### config.mk
export PLATFORM = sky130hd
export DESIGN_NAME = status_mwr_tx_flat
export DESIGN_NICKNAME = d
export VERILOG_FILES = /design/src/rtl/status_mwr_tx_if.sv /design/src/rtl/status_mwr_tx.sv /design/src/flat_wrapper.sv
export SDC_FILE = /design/constraint.sdc
export NUM_CORES = 1
export LEC_CHECK = 0
export ABC_AREA = 1
export BUFFER_PORTS_ARGS = -buffer_cell sky130_fd_sc_hd__buf_2
export CORE_MARGIN = 2
export CORE_UTILIZATION = 57
export DETAILED_ROUTE_END_ITERATION = 12
export PLACE_DENSITY = 0.85
export REMOVE_ABC_BUFFERS = 1
export SLEW_MARGIN = 20
export SYNTH_ARGS = -nofsm -noshare
export SYNTH_HDL_FRONTEND = slang
export SYNTH_SLANG_ARGS = --single-unit
### constraint.sdc
create_clock -name clk -period 6.4 [get_ports clk]
set_input_delay 0 -clock clk [delete_from_list [all_inputs] [get_ports clk]]
set_output_delay 0 -clock clk [all_outputs]
set_load 0.005 [all_outputs]
### src/rtl/status_mwr_tx_if.sv
// ---------------------------------------------------------------------------
// status_mwr_tx_if
//   Bundles the request side (board logic -> status_mwr_tx) and the VC0
//   transmit side (status_mwr_tx <-> PCIe x1 endpoint core) of the status
//   Memory Write TLP source.
//
//   Request side : send, addr[31:0], data[31:0], req_id[15:0]   (to source)
//                  busy, done, timeout, drop_cnt[7:0]           (from source)
//   Core side    : dl_up, tx_ca_ph[8:0], tx_ca_pd[12:0], tx_rdy (to source)
//                  tx_req, tx_st, tx_end, tx_data[15:0]         (from source)
//
//   Handshake: tx_req is held high until the core raises tx_rdy (grant).
//   During the packet, a beat on tx_data is accepted on every rising clk
//   edge where tx_rdy=1; while tx_rdy=0 the beat and its tx_st/tx_end
//   markers are held unchanged.
//
//   Modports: master = the TLP source, slave = the core/board side.
// ---------------------------------------------------------------------------
interface status_mwr_tx_if;
  logic        send;
  logic [31:0] addr;
  logic [31:0] data;
  logic [15:0] req_id;
  logic        dl_up;
  logic [8:0]  tx_ca_ph;
  logic [12:0] tx_ca_pd;
  logic        tx_rdy;
  logic        tx_req;
  logic        tx_st;
  logic        tx_end;
  logic [15:0] tx_data;
  logic        busy;
  logic        done;
  logic        timeout;
  logic [7:0]  drop_cnt;

  modport master (
    input  send, addr, data, req_id, dl_up, tx_ca_ph, tx_ca_pd, tx_rdy,
    output tx_req, tx_st, tx_end, tx_data, busy, done, timeout, drop_cnt
  );

  modport slave (
    output send, addr, data, req_id, dl_up, tx_ca_ph, tx_ca_pd, tx_rdy,
    input  tx_req, tx_st, tx_end, tx_data, busy, done, timeout, drop_cnt
  );
endinterface

### src/rtl/status_mwr_tx.sv
// ---------------------------------------------------------------------------
// status_mwr_tx
//   Turns one status-write request (32-bit address + 32-bit payload) into a
//   3DW Memory Write TLP with a 1-DW payload on the 16-bit VC0 transmit
//   interface of the PCIe x1 endpoint core. Checks posted credits, runs the
//   tx_req/tx_rdy handshake, honours beat stalls and abandons a request whose
//   grant never arrives.
//
//   Parameters:
//     RDY_TIMEOUT : cycles tx_req may stay high without tx_rdy (min 2)
//     TAG_INIT    : reset value of the 8-bit tag counter
//
//   Ports:
//     clk     : core clock (125 MHz)
//     rst     : asynchronous, active-high reset
//     bus     : status_mwr_tx_if.master (request + core transmit signals)
//     o_state : current FSM state (debug)
//
//   Optional build macro:
//     STATUS_MWR_BYTESWAP_EN : byte-swap the payload DW so data[7:0] is the
//                              first byte on the wire. The header is never
//                              swapped.
//
//   Beat order (high half-word first): DW0 = 0x4000_0001,
//   DW1 = {req_id, tag, 8'h0F}, DW2 = {addr[31:2], 2'b00}, DW3 = payload.
// ---------------------------------------------------------------------------
module status_mwr_tx #(
  parameter int          RDY_TIMEOUT = 1024,
  parameter logic [7:0]  TAG_INIT    = 8'h00
) (
  input  logic            clk,
  input  logic            rst,
  status_mwr_tx_if.master bus,
  output logic [1:0]      o_state
);

  localparam logic [1:0] S_IDLE      = 2'd0;
  localparam logic [1:0] S_WAIT_CRED = 2'd1;
  localparam logic [1:0] S_REQ       = 2'd2;
  localparam logic [1:0] S_XMIT      = 2'd3;

  localparam int WCW = $clog2(RDY_TIMEOUT + 1);
  localparam logic [WCW-1:0] WAIT_LAST = WCW'(RDY_TIMEOUT - 1);

  logic [1:0]     r_state;
  logic [1:0]     w_state_nxt;
  logic [2:0]     r_beat;
  logic [WCW-1:0] r_wait;
  logic [7:0]     r_tag;
  logic [31:0]    r_addr;
  logic [31:0]    r_data;
  logic [15:0]    r_req_id;
  logic           r_done;
  logic           r_timeout;
  logic [7:0]     r_drop_cnt;

  logic           w_cred_ok;
  logic           w_tmo;
  logic           w_last;
  logic           w_accept;
  logic           w_drop;
  logic [31:0]    w_payload;
  logic [15:0]    w_beat_data;

  assign w_cred_ok = (bus.tx_ca_ph != 9'd0) && (bus.tx_ca_pd != 13'd0);
  assign w_tmo     = (r_state == S_REQ) && !bus.tx_rdy && (r_wait == WAIT_LAST);
  assign w_last    = (r_state == S_XMIT) && bus.tx_rdy && (r_beat == 3'd7);
  assign w_accept  = (r_state == S_IDLE) && bus.send && bus.dl_up;

  // All drop sources in one cycle collapse into a single increment.
  always_comb begin
    w_drop = 1'b0;
    case (r_state)
      S_IDLE:      w_drop = bus.send && !bus.dl_up;
      S_WAIT_CRED: w_drop = bus.send || !bus.dl_up;
      S_REQ:       w_drop = bus.send || w_tmo;
      S_XMIT:      w_drop = bus.send;
      default:     w_drop = 1'b0;
    endcase
  end

  always_comb begin
    w_state_nxt = r_state;
    case (r_state)
      S_IDLE: begin
        if (w_accept) w_state_nxt = S_WAIT_CRED;
      end
      S_WAIT_CRED: begin
        if (!bus.dl_up)     w_state_nxt = S_IDLE;
        else if (w_cred_ok) w_state_nxt = S_REQ;
      end
      S_REQ: begin
        // dl_up deliberately not looked at once the request is raised.
        if (bus.tx_rdy)  w_state_nxt = S_XMIT;
        else if (w_tmo)  w_state_nxt = S_IDLE;
      end
      S_XMIT: begin
        if (w_last) w_state_nxt = S_IDLE;
      end
      default: w_state_nxt = S_IDLE;
    endcase
  end

  always_ff @(posedge clk or posedge rst) begin
    if (rst) begin
      r_state    <= S_IDLE;
      r_beat     <= 3'd0;
      r_wait     <= '0;
      r_tag      <= TAG_INIT;
      r_addr     <= 32'd0;
      r_data     <= 32'd0;
      r_req_id   <= 16'd0;
      r_done     <= 1'b0;
      r_timeout  <= 1'b0;
      r_drop_cnt <= 8'd0;
    end else begin
      r_state   <= w_state_nxt;
      r_done    <= w_last;
      r_timeout <= w_tmo;

      if (w_accept) begin
        r_addr   <= {bus.addr[31:2], 2'b00};
        r_data   <= bus.data;
        r_req_id <= bus.req_id;
      end

      // Wait counter is cleared outside REQ so every entry starts from 0.
      if (r_state == S_REQ) r_wait <= r_wait + WCW'(1);
      else                  r_wait <= '0;

      if (r_state != S_XMIT)  r_beat <= 3'd0;
      else if (bus.tx_rdy)    r_beat <= r_beat + 3'd1;

      if (w_last) r_tag <= r_tag + 8'd1;

      if (w_drop && (r_drop_cnt != 8'hFF)) r_drop_cnt <= r_drop_cnt + 8'd1;
    end
  end

`ifdef STATUS_MWR_BYTESWAP_EN
  assign w_payload = {r_data[7:0], r_data[15:8], r_data[23:16], r_data[31:24]};
`else
  assign w_payload = r_data;
`endif

  always_comb begin
    w_beat_data = 16'h0000;
    case (r_beat)
      3'd0:    w_beat_data = 16'h4000;
      3'd1:    w_beat_data = 16'h0001;
      3'd2:    w_beat_data = r_req_id;
      3'd3:    w_beat_data = {r_tag, 8'h0F};
      3'd4:    w_beat_data = r_addr[31:16];
      3'd5:    w_beat_data = r_addr[15:0];
      3'd6:    w_beat_data = w_payload[31:16];
      3'd7:    w_beat_data = w_payload[15:0];
      default: w_beat_data = 16'h0000;
    endcase
  end

  // Handshake outputs decode straight from the registered state so an
  // asynchronous reset drops them without waiting for a clock edge.
  assign bus.tx_req   = (r_state == S_REQ);
  assign bus.tx_st    = (r_state == S_XMIT) && (r_beat == 3'd0);
  assign bus.tx_end   = (r_state == S_XMIT) && (r_beat == 3'd7);
  assign bus.tx_data  = (r_state == S_XMIT) ? w_beat_data : 16'h0000;
  assign bus.busy     = (r_state != S_IDLE);
  assign bus.done     = r_done;
  assign bus.timeout  = r_timeout;
  assign bus.drop_cnt = r_drop_cnt;
  assign o_state      = r_state;

endmodule

### src/flat_wrapper.sv
// flat-port wrapper written by rule: the top's interface ports become plain ports
module status_mwr_tx_flat 
#(
  parameter int          RDY_TIMEOUT = 1024,
  parameter logic [7:0]  TAG_INIT    = 8'h00
)
  (clk, rst, o_state, bus_send, bus_addr, bus_data, bus_req_id, bus_dl_up, bus_tx_ca_ph, bus_tx_ca_pd, bus_tx_rdy, bus_tx_req, bus_tx_st, bus_tx_end, bus_tx_data, bus_busy, bus_done, bus_timeout, bus_drop_cnt);
  status_mwr_tx_if bus_i ();
  input  logic clk;
  input  logic rst;
  output logic [1:0] o_state;
  input wire logic [$bits(bus_i.send)-1:0] bus_send;
  input wire logic [$bits(bus_i.addr)-1:0] bus_addr;
  input wire logic [$bits(bus_i.data)-1:0] bus_data;
  input wire logic [$bits(bus_i.req_id)-1:0] bus_req_id;
  input wire logic [$bits(bus_i.dl_up)-1:0] bus_dl_up;
  input wire logic [$bits(bus_i.tx_ca_ph)-1:0] bus_tx_ca_ph;
  input wire logic [$bits(bus_i.tx_ca_pd)-1:0] bus_tx_ca_pd;
  input wire logic [$bits(bus_i.tx_rdy)-1:0] bus_tx_rdy;
  output wire logic [$bits(bus_i.tx_req)-1:0] bus_tx_req;
  output wire logic [$bits(bus_i.tx_st)-1:0] bus_tx_st;
  output wire logic [$bits(bus_i.tx_end)-1:0] bus_tx_end;
  output wire logic [$bits(bus_i.tx_data)-1:0] bus_tx_data;
  output wire logic [$bits(bus_i.busy)-1:0] bus_busy;
  output wire logic [$bits(bus_i.done)-1:0] bus_done;
  output wire logic [$bits(bus_i.timeout)-1:0] bus_timeout;
  output wire logic [$bits(bus_i.drop_cnt)-1:0] bus_drop_cnt;
  assign bus_i.send = bus_send;
  assign bus_i.addr = bus_addr;
  assign bus_i.data = bus_data;
  assign bus_i.req_id = bus_req_id;
  assign bus_i.dl_up = bus_dl_up;
  assign bus_i.tx_ca_ph = bus_tx_ca_ph;
  assign bus_i.tx_ca_pd = bus_tx_ca_pd;
  assign bus_i.tx_rdy = bus_tx_rdy;
  assign bus_tx_req = bus_i.tx_req;
  assign bus_tx_st = bus_i.tx_st;
  assign bus_tx_end = bus_i.tx_end;
  assign bus_tx_data = bus_i.tx_data;
  assign bus_busy = bus_i.busy;
  assign bus_done = bus_i.done;
  assign bus_timeout = bus_i.timeout;
  assign bus_drop_cnt = bus_i.drop_cnt;
  status_mwr_tx #(.RDY_TIMEOUT(RDY_TIMEOUT), .TAG_INIT(TAG_INIT)) u_core (.clk(clk), .rst(rst), .bus(bus_i), .o_state(o_state));
endmodule
## Word-level counts from Yosys, hierarchy flattened

Cells that the tools add are included.

- Word-level logic and storage cells: 66
- Register bits after elaboration: 112
- Bits of input ports: 107
- Output and inout port bits: 32

- Multiplexer cells: 13
- Equal/unequal tests: 17
- Reduce and logical (&&, ||, !) cells: 22
- Add/sub/neg operators: 4

Operators with widths:

| kind | count |
|---|---|
| $pmux W16 S8 | 1 |
| $add A8 B1 Y8 const B | 2 |
| $mux W16 | 1 |
| $reduce_bool A13 Y1 | 1 |
| $eq A3 B3 Y1 const B | 4 |
| $mux W2 | 6 |
| $add A11 B1 Y11 const B | 1 |
| $eq A11 B10 Y1 const B | 1 |
| $logic_and A1 B1 Y1 | 11 |
| $mux W11 | 1 |
| $reduce_bool A9 Y1 | 1 |
| $ne A8 B8 Y1 const B | 1 |
| $pmux W2 S4 | 1 |
| $eq A3 B2 Y1 const B | 2 |
| $mux W3 | 2 |
| $ne A3 B2 Y1 const B | 2 |
| $eq A2 B2 Y1 const B | 2 |
| $ne A2 B1 Y1 const B | 2 |
| $pmux W1 S4 | 1 |
| $reduce_and A4 Y1 | 1 |
| $reduce_bool A2 Y1 | 2 |
| $add A3 B1 Y3 const B | 1 |
| $eq A3 B1 Y1 const B | 1 |
| $logic_not A3 Y1 | 1 |
| 5 further kinds | 7 |

## Longest topological paths before layout

Gate-level depths: netlist of run 1.

- Depth in word-level cells: 6
- Depth in mapped cells: 12
- Mapped depth without buffers: 11

## Worst setup path before layout of run 1

OpenSTA, ideal clock, no wires.

- Path type: reg-to-reg
- Start: reg u_core.r_state[0] (netlist: u_core.o_state[0])
- End: reg u_core.r_drop_cnt[2] (netlist: u_core.bus.drop_cnt[2])
- Library setup time: 0.117 ns
- Setup slack: 4.729 ns
- Cell stages (with the launch flop): 12
- Period minus slack after synthesis: 1.671 ns
- Data arrival time: 1.554 ns
- Path through: dfrtp_1 inv_1 ha_1 inv_2 nor2_2 nand4_1 nand2_1 nand2_2 nand2_4 nand2_4 nand2_1 nand2_1

- Word-level cells in the longest chain between the ends: 6
- Elaborated cells on any way between the ends: 9
- Those cells by class: 3 x eq/ne; 1 x mux; 5 x reduce/logical

RTL lines:

| element | line | source |
|---|---|---|
| start: declaration | status_mwr_tx.sv:45 | `logic [1:0] r_state;` |
| start signal: assignment | status_mwr_tx.sv:117 | `r_state <= w_state_nxt;` |
| $eq A2 B2 Y1 (*) | n/a |  |
| named net bus_tx_req | flat_wrapper.sv:20 | `output wire logic [$bits(bus_i.tx_req)-1:0] bus_tx_req;` |
| $logic_and A1 B1 Y1 (2 in a row) | status_mwr_tx.sv:66 | `assign w_tmo = (r_state == S_REQ) && !bus.tx_rdy && (r_wait == WAIT_LAST);` |
| $logic_or A1 B1 Y1 | status_mwr_tx.sv:76 | `S_REQ: w_drop = bus.send \|\| w_tmo;` |
| $pmux W1 S4 (*) | status_mwr_tx.sv:73 | `case (r_state)` |
| $logic_and A1 B1 Y1 (*) | status_mwr_tx.sv:136 | `if (w_drop && (r_drop_cnt != 8'hFF)) r_drop_cnt <= r_drop_cnt + 8'd1;` |
| end signal: assignment | status_mwr_tx.sv:136 |  |
| end: declaration | status_mwr_tx.sv:55 | `logic [7:0] r_drop_cnt;` |

Mark *: on every way through the listed nets, which the timed path passes. The rest lies on a longest branch.
A chain may end at the register's enable or synchronous reset.

## Worst setup path in the final report of run 1

- Start: reg u_core.r_state[0] (netlist: u_core.o_state[0])
- End: reg u_core.r_data[3]

- Word-level cells in the longest chain between the ends: 3

RTL lines:

| element | line | source |
|---|---|---|
| $logic_not A2 Y1 | status_mwr_tx.sv:68 | `assign w_accept = (r_state == S_IDLE) && bus.send && bus.dl_up;` |
| $logic_and A1 B1 Y1 (2 in a row) | status_mwr_tx.sv:68 |  |
| end signal: assignment | status_mwr_tx.sv:123 | `r_data <= bus.data;` |
| end: declaration | status_mwr_tx.sv:51 | `logic [31:0] r_data;` |

Every way passes these cells.

==> run summary, run 1 <==
Hold Buf Count CTS: 80
Crit-path leading delay family: buffers and inverters
Vias in the first global route: 5358
Vias per inst: 5.32
Largest net degree at the start of global routing: 105
Via count: 5397
Maxcap violations: 0
Initial DRC Count: 355
Max-slew violations: 0
Worst-margin pin slew: 0.936 ns
Clock sink total: 112
Period minus WS final: 2.88 ns
CP Data Required Time: 6.69 ns
Area growth syn-to-layout: 32.9%
Setup TNS: 0 ns
Worst-skew pair later-pin latency: 0.39 ns
Worst path cell trace: inv_1, ha_1, inv_1, nor3_4, buf_4, inv_2, nand2_1, nand2_1
Cells after synthesis: 673
Yosys cell types: 35
Yosys top cell area share: 51.8%
Endpoints failing setup: 0
FF-to-FF path depth: 8
Worst Hold Class: input pin to register
DP HPWL: 8950 µm
DIE HEIGHT: 101 µm
Number of diodes: 0
# port buffers: 136
Worst setup margin: 3.52 ns
WL final: 15100 µm
Critical path depth: 8
Yosys warns: 0
Core Area: 9240 µm²
Seq/Total Area, Yosys: 51.8%
Cell area after synthesis: 5410 µm²
Post-synthesis register bit count: 112
TritonRoute pass-1 iters: 5
Number of synthesized flops with an enable pin: 0
Top post-synthesis cells by area: dfrtp_1, nand2_1, inv_1
Layout cells sized above 1: 20.5%
CP max-delay cell: buf_4
# rows: 35
Maximum vdd ir drop: 234 µV
IO Pins: 139
Buf/Inv on CP: 4
Slew headroom: 37.6%
CTS tree: done
Root Buffer: clkbuf_8
CP Launch Type: register
Initial antenna violation count: 0
Clock transition at path regs: 0.13 ns
Top-count cell post-synth: nand2_1
Initial Util: 58.6%
Count of cells resized by post-cts repair: 0
CTS Buffer Depth: 2
Cts bufs inserted: 9
Mapped Avg Cell Area: 8.04 µm²
Final nets: 1001
Routability cong.: 0.790
Max Clk Rate: 0.347 GHz
Setup crit end kind: register
Skew final: 0.0189 ns
Pwr/cell area: 300 nW/µm²
Crit-path max cell delay: 0.71 ns
Status: complete, no violations
Asr flop ratio synth: 100%
DRC: 0
Pleak: 0.00373 µW
Largest area contributor in the netlist: dfrtp_1
Grt ovf: 0
Pre-CTS WS: 3.64 ns
Wire length per cell: 14.9 µm
Crit Path Class: register to register
Hold Crit Depth: 5
Global-route wire length before repair: 24500 µm
CP max FO: 104
Chip width: 101 µm
Final hold violations: 0
CP arrival: 3.17 ns
RSZ-0062 raised after global routing: no
Routed Antenna Nets: 0
Primary FF master, synth: dfrtp_1
All-Layer GR Usage: 30.5%
Most frequent cells after synthesis: nand2_1, dfrtp_1, inv_1
Post-CTS Setup Bufs: 0
Full die area: 10300 µm²
Final period util: 45.0%
H-tree levels: 3
==> cells in the final DEF, fill, tap and decap left out, types with 2 or more instances in the layout <==
cell type      netlist  final
a31oi_1              3      3
nor2_1              30     29
nand4_1              7      7
o22ai_1              7      7
a211oi_1             3      3
nand2_1            281    281
inv_8                0      2
nand3_1             21     21
clkbuf_8             0      9
dfrtp_1            112    112
or2_2                3      3
o21ai_0             36     36
inv_6                0      3
a21oi_2              2      2
a221oi_1             2      2
xnor2_1              5      5
buf_2               11    136
inv_1               52     51
a21oi_1             30     30
nand2_4              2      2
buf_4                1      2
nor3_1               5      5
xor2_1               8      8
a41oi_1              3      3
inv_2                6      6
nor2_2               4      5
nand2_2              4      4
dlygate4sd3_1        0     80
and3_1               3      3
ha_1                14     14
==> routing by layer <==
layer / global-route usage (%) / up-vias / part of all wire (%)
li1: - / 2549 / -
met1: 38.5 / 2559 / 41
met2: 51.9 / 236 / 50
met3: 6.28 / 53 / 6.1
met4: 12.0 / 0 / 3.1
met5: 0 / - / 0
==> final timing paths <==
check	startpoint	endpoint	slack, ns
max	u_core.o_state[0]	u_core.r_data[3]	3.52
min	bus_dl_up	u_core.o_state[1]	0.02
max reg2reg	u_core.o_state[0]	u_core.r_data[3]	3.52
min reg2reg	u_core.r_wait[0]	u_core.r_wait[0]	0.48
max in group asynchronous	rst	u_core.r_data[15]	4.94
min in group asynchronous	rst	u_core.bus.drop_cnt[5]	0.19
==> kinds of logic after synthesis <==
kind of cell / share of synthesized area (%)
XOR/XNOR: 2.10
buffers and inverters: 5.87
AND/OR/NAND/NOR: 27.8
adder cells (fa/ha/maj): 3.24
AO/OA/AOI/OAI: 9.20
flip-flops: 51.8
==> stage by stage <==
step	std cells	area (µm²)	utilization (%)	hold WS, ns	total power [µW]
floorplan	651	5310	-	0.117	1460
global placement	918	6170	66.8	0.0516	1600
global route	1014	7200	77.9	0.0513	2310
detailed placement	918	6170	66.8	0.0556	1650
CTS	1014	7190	77.8	0.0280	2150
finish	1014	7200	77.9	0.0232	2160
==> registers in the layout (all words and copies together) (netlist names), 2 cells and up <==
name / cells
u_core.r_data: 32
u_core.bus.drop_cnt: 8
u_core.r_beat: 3
u_core.r_wait: 11
u_core.o_state: 2
u_core.r_tag: 8
u_core.r_addr: 30
u_core.r_req_id: 16
==> area by class of cell <==
class / instances / area [µm²]
Sequential cell: 112 / 2800
Multi-Input combinational cell: 481 / 2300
Fill cell: 606 / 2040
Timing Repair Buffer: 218 / 1500
Inverter: 58 / 220
Tap cell: 129 / 161
Clock buffer: 9 / 124
Clock inverter: 7 / 95.1
==> worst register-to-register path, stage by stage, from the launching register on <==
cell and delay (ns):
dfrtp_1 0.45, inv_1 0.13, ha_1 0.15, inv_1 0.08
nor3_4 0.17, buf_4 0.71, inv_2 0.72, nand2_1 0.28
nand2_1 0.09
==> report_power, final <==
group          leakage, µW  internal, µW  switching (µW)
Combinational      0.00220           234             355
Sequential         0.00143           960             145
Clock             0.000111           194             272
Total              0.00373          1390             772
No activity file was read; power rests on OpenSTA's default activity.
==> run 2: changes to the inputs <==
--- a/config.mk
+++ b/config.mk
@@ -8,9 +8,9 @@
 export ABC_AREA = 1
 export BUFFER_PORTS_ARGS = -buffer_cell sky130_fd_sc_hd__buf_2
 export CORE_MARGIN = 2
-export CORE_UTILIZATION = 57
+export CORE_UTILIZATION = 53
 export DETAILED_ROUTE_END_ITERATION = 12
-export PLACE_DENSITY = 0.85
+export PLACE_DENSITY = 0.8
 export REMOVE_ABC_BUFFERS = 1
 export SLEW_MARGIN = 20
 export SYNTH_ARGS = -nofsm -noshare
==> constraint.sdc (replaced) <==
create_clock -name clk -period 2.8 [get_ports clk]
set_input_delay 0 -clock clk [delete_from_list [all_inputs] [get_ports clk]]
set_output_delay 0 -clock clk [all_outputs]
set_load 0.005 [all_outputs]
==> run summary, run 2 (synthesis results as in run 1) <==
Status: complete, no violations
Worst Hold Class: input pin to register
FF-to-FF path depth: 8
TritonRoute pass-1 iters: 6
All-Layer GR Usage: 26.8%
DIE HEIGHT: 105 µm
Multi-input logic area: 2290 µm²
CTS tree: done
DP HPWL: 9240 µm
Placed cell area: 6240 µm²
Maximum vdd ir drop: 469 µV
# rows: 36
Fin area: 7230 µm²
Number of diodes: 0
Placed Cells: 928
Full die area: 11000 µm²
Via count: 5214
CP Launch Type: register
Core Util, Final: 73.3%
Worst-skew pair later-pin latency: 0.38 ns
Hold path endpoint: u_core.o_state[1]
Vias per inst: 5.09
Hold Crit Depth: 5
Routed Antenna Nets: 0
# port buffers: 136
Critical hold path startpoint: bus_dl_up
Endpoints failing setup: 0
Crit Reg-Reg Startpoint: u_core.o_state[0]
Largest net degree at the start of global routing: 104
Period minus WS final: 2.31 ns
DRC: 0
Final hold violations: 0
CP max FO: 10
Root Buffer: clkbuf_8
Initial Util: 54.9%
Final Total Pwr: 4810 µW
Cts bufs inserted: 9
Max reg flops: 32
R2r setup slk: 0.76 ns
RSZ-0062 raised after global routing: no
Core Area: 9860 µm²
Setup crit end kind: primary output
Maxcap violations: 0
Skew final: 0.0112 ns
Pleak: 0.00376 µW
Clock transition at path regs: 0.10 ns
Worst-margin pin slew: 0.723 ns
WL final: 14200 µm
CP arrival: 2.31 ns
Final period util: 82.7%
Register area: 2800 µm²
Reg-to-Reg End: u_core.bus.drop_cnt[4]
Chip width: 105 µm
Non-filler cells, final: 1024
Max-slew violations: 0
Clock sink total: 112
Most common cell after layout, fill and taps aside: nand2_1
Fillers: 734
Pwr/cell area: 665 nW/µm²
Wire length per cell: 13.8 µm
Global-route wire length before repair: 23900 µm
Initial DRC Count: 315
H-tree levels: 3
Layout cells sized above 1: 20.9%
Vias in the first global route: 5206
Crit Path Class: register to primary output
Max Clk Rate: 0.432 GHz
Area growth syn-to-layout: 33.5%
CP Launch Point: u_core.r_beat[0]
CTS Buffer Depth: 2
Initial antenna violation count: 0
Slew headroom: 51.7%
Final nets: 1007
Grt ovf: 0
Routability cong.: 0.836
IO Pins: 139
Setup TNS: 0 ns
Most frequent cells in the layout: nand2_1, buf_2, dfrtp_1
CP Data Required Time: 2.80 ns
Biggest register: u_core.r_data
Largest regs: u_core.r_data x32, u_core.r_addr x30, u_core.r_req_id x16
[run 2: cell count changes in the layout (fill, tap and decap cells not counted), sizes merged]
cell    change
buf         +6
clkinv      +2
clkbuf      +2
bufinv      -1
inv         -3
[run 2: power breakdown]
part           internal, µW  switching, µW  total (µW)
Sequential             2200            319        2510
Combinational           546            810        1360
Clock                   381            554         936
Total                  3120           1680        4810
[run 2: through the flow]
step | setup slack, ns | hold WS [ns]
floorplan | -0.814 | 0.117
global placement | 0.863 | 0.160
detailed placement | 0.766 | 0.165
CTS | 0.534 | 0.0243
global route | 0.386 | 0.0456
finish | 0.485 | 0.0289
[run 2: final cells by class]
cell class,instances,share of cell area [%]
clock buffers,11,2.09
clock inverters,5,0.537
inverters,58,3.05
multi-input cells,481,31.7
flip-flops and latches,112,38.8
well taps,133,2.30
repair buffers,224,21.5
[run 2: worst max-delay path, stage by stage (launching register included)]
cell      delay (ns)
dfrtp_1         0.39
inv_1           0.10
ha_1            0.23
nand2_1         0.39
inv_2           0.19
nand2_1         0.10
nand4_1         0.08
a211oi_1        0.19
nor2_1          0.10
buf_2           0.18
[run 2: timing repair]
| action | CTS | global route |
|---|---|---|
| setup buffers | 0 | 0 |
| endpoints found under the hold margin | 138 | 0 |
| setup endpoints to repair | 0 | 0 |
| hold buffers | 80 | 0 |
| resized for setup | 0 | 0 |
[run 2: per-layer routing]
metal / GRT usage (%) / part of all wire [%]
met1: 34.1 / 42
met2: 45.3 / 50
met3: 5.93 / 6.1
met4: 9.43 / 2.1
met5: 0 / 0
[run 2: worst max-delay path by stage]
| stage | end | slack, ns | cells after the start |
|---|---|---|---|
| floorplan | u_core.r_addr[10] | -0.81 | 7 |
| global placement | u_core.o_state[0] | 0.86 | 10 |
| detailed placement | u_core.bus.drop_cnt[4] | 0.77 | 8 |
| CTS | bus_tx_data[8] | 0.53 | 9 |
| global route | bus_tx_data[8] | 0.39 | 9 |
| finish | bus_tx_data[8] | 0.49 | 9 |
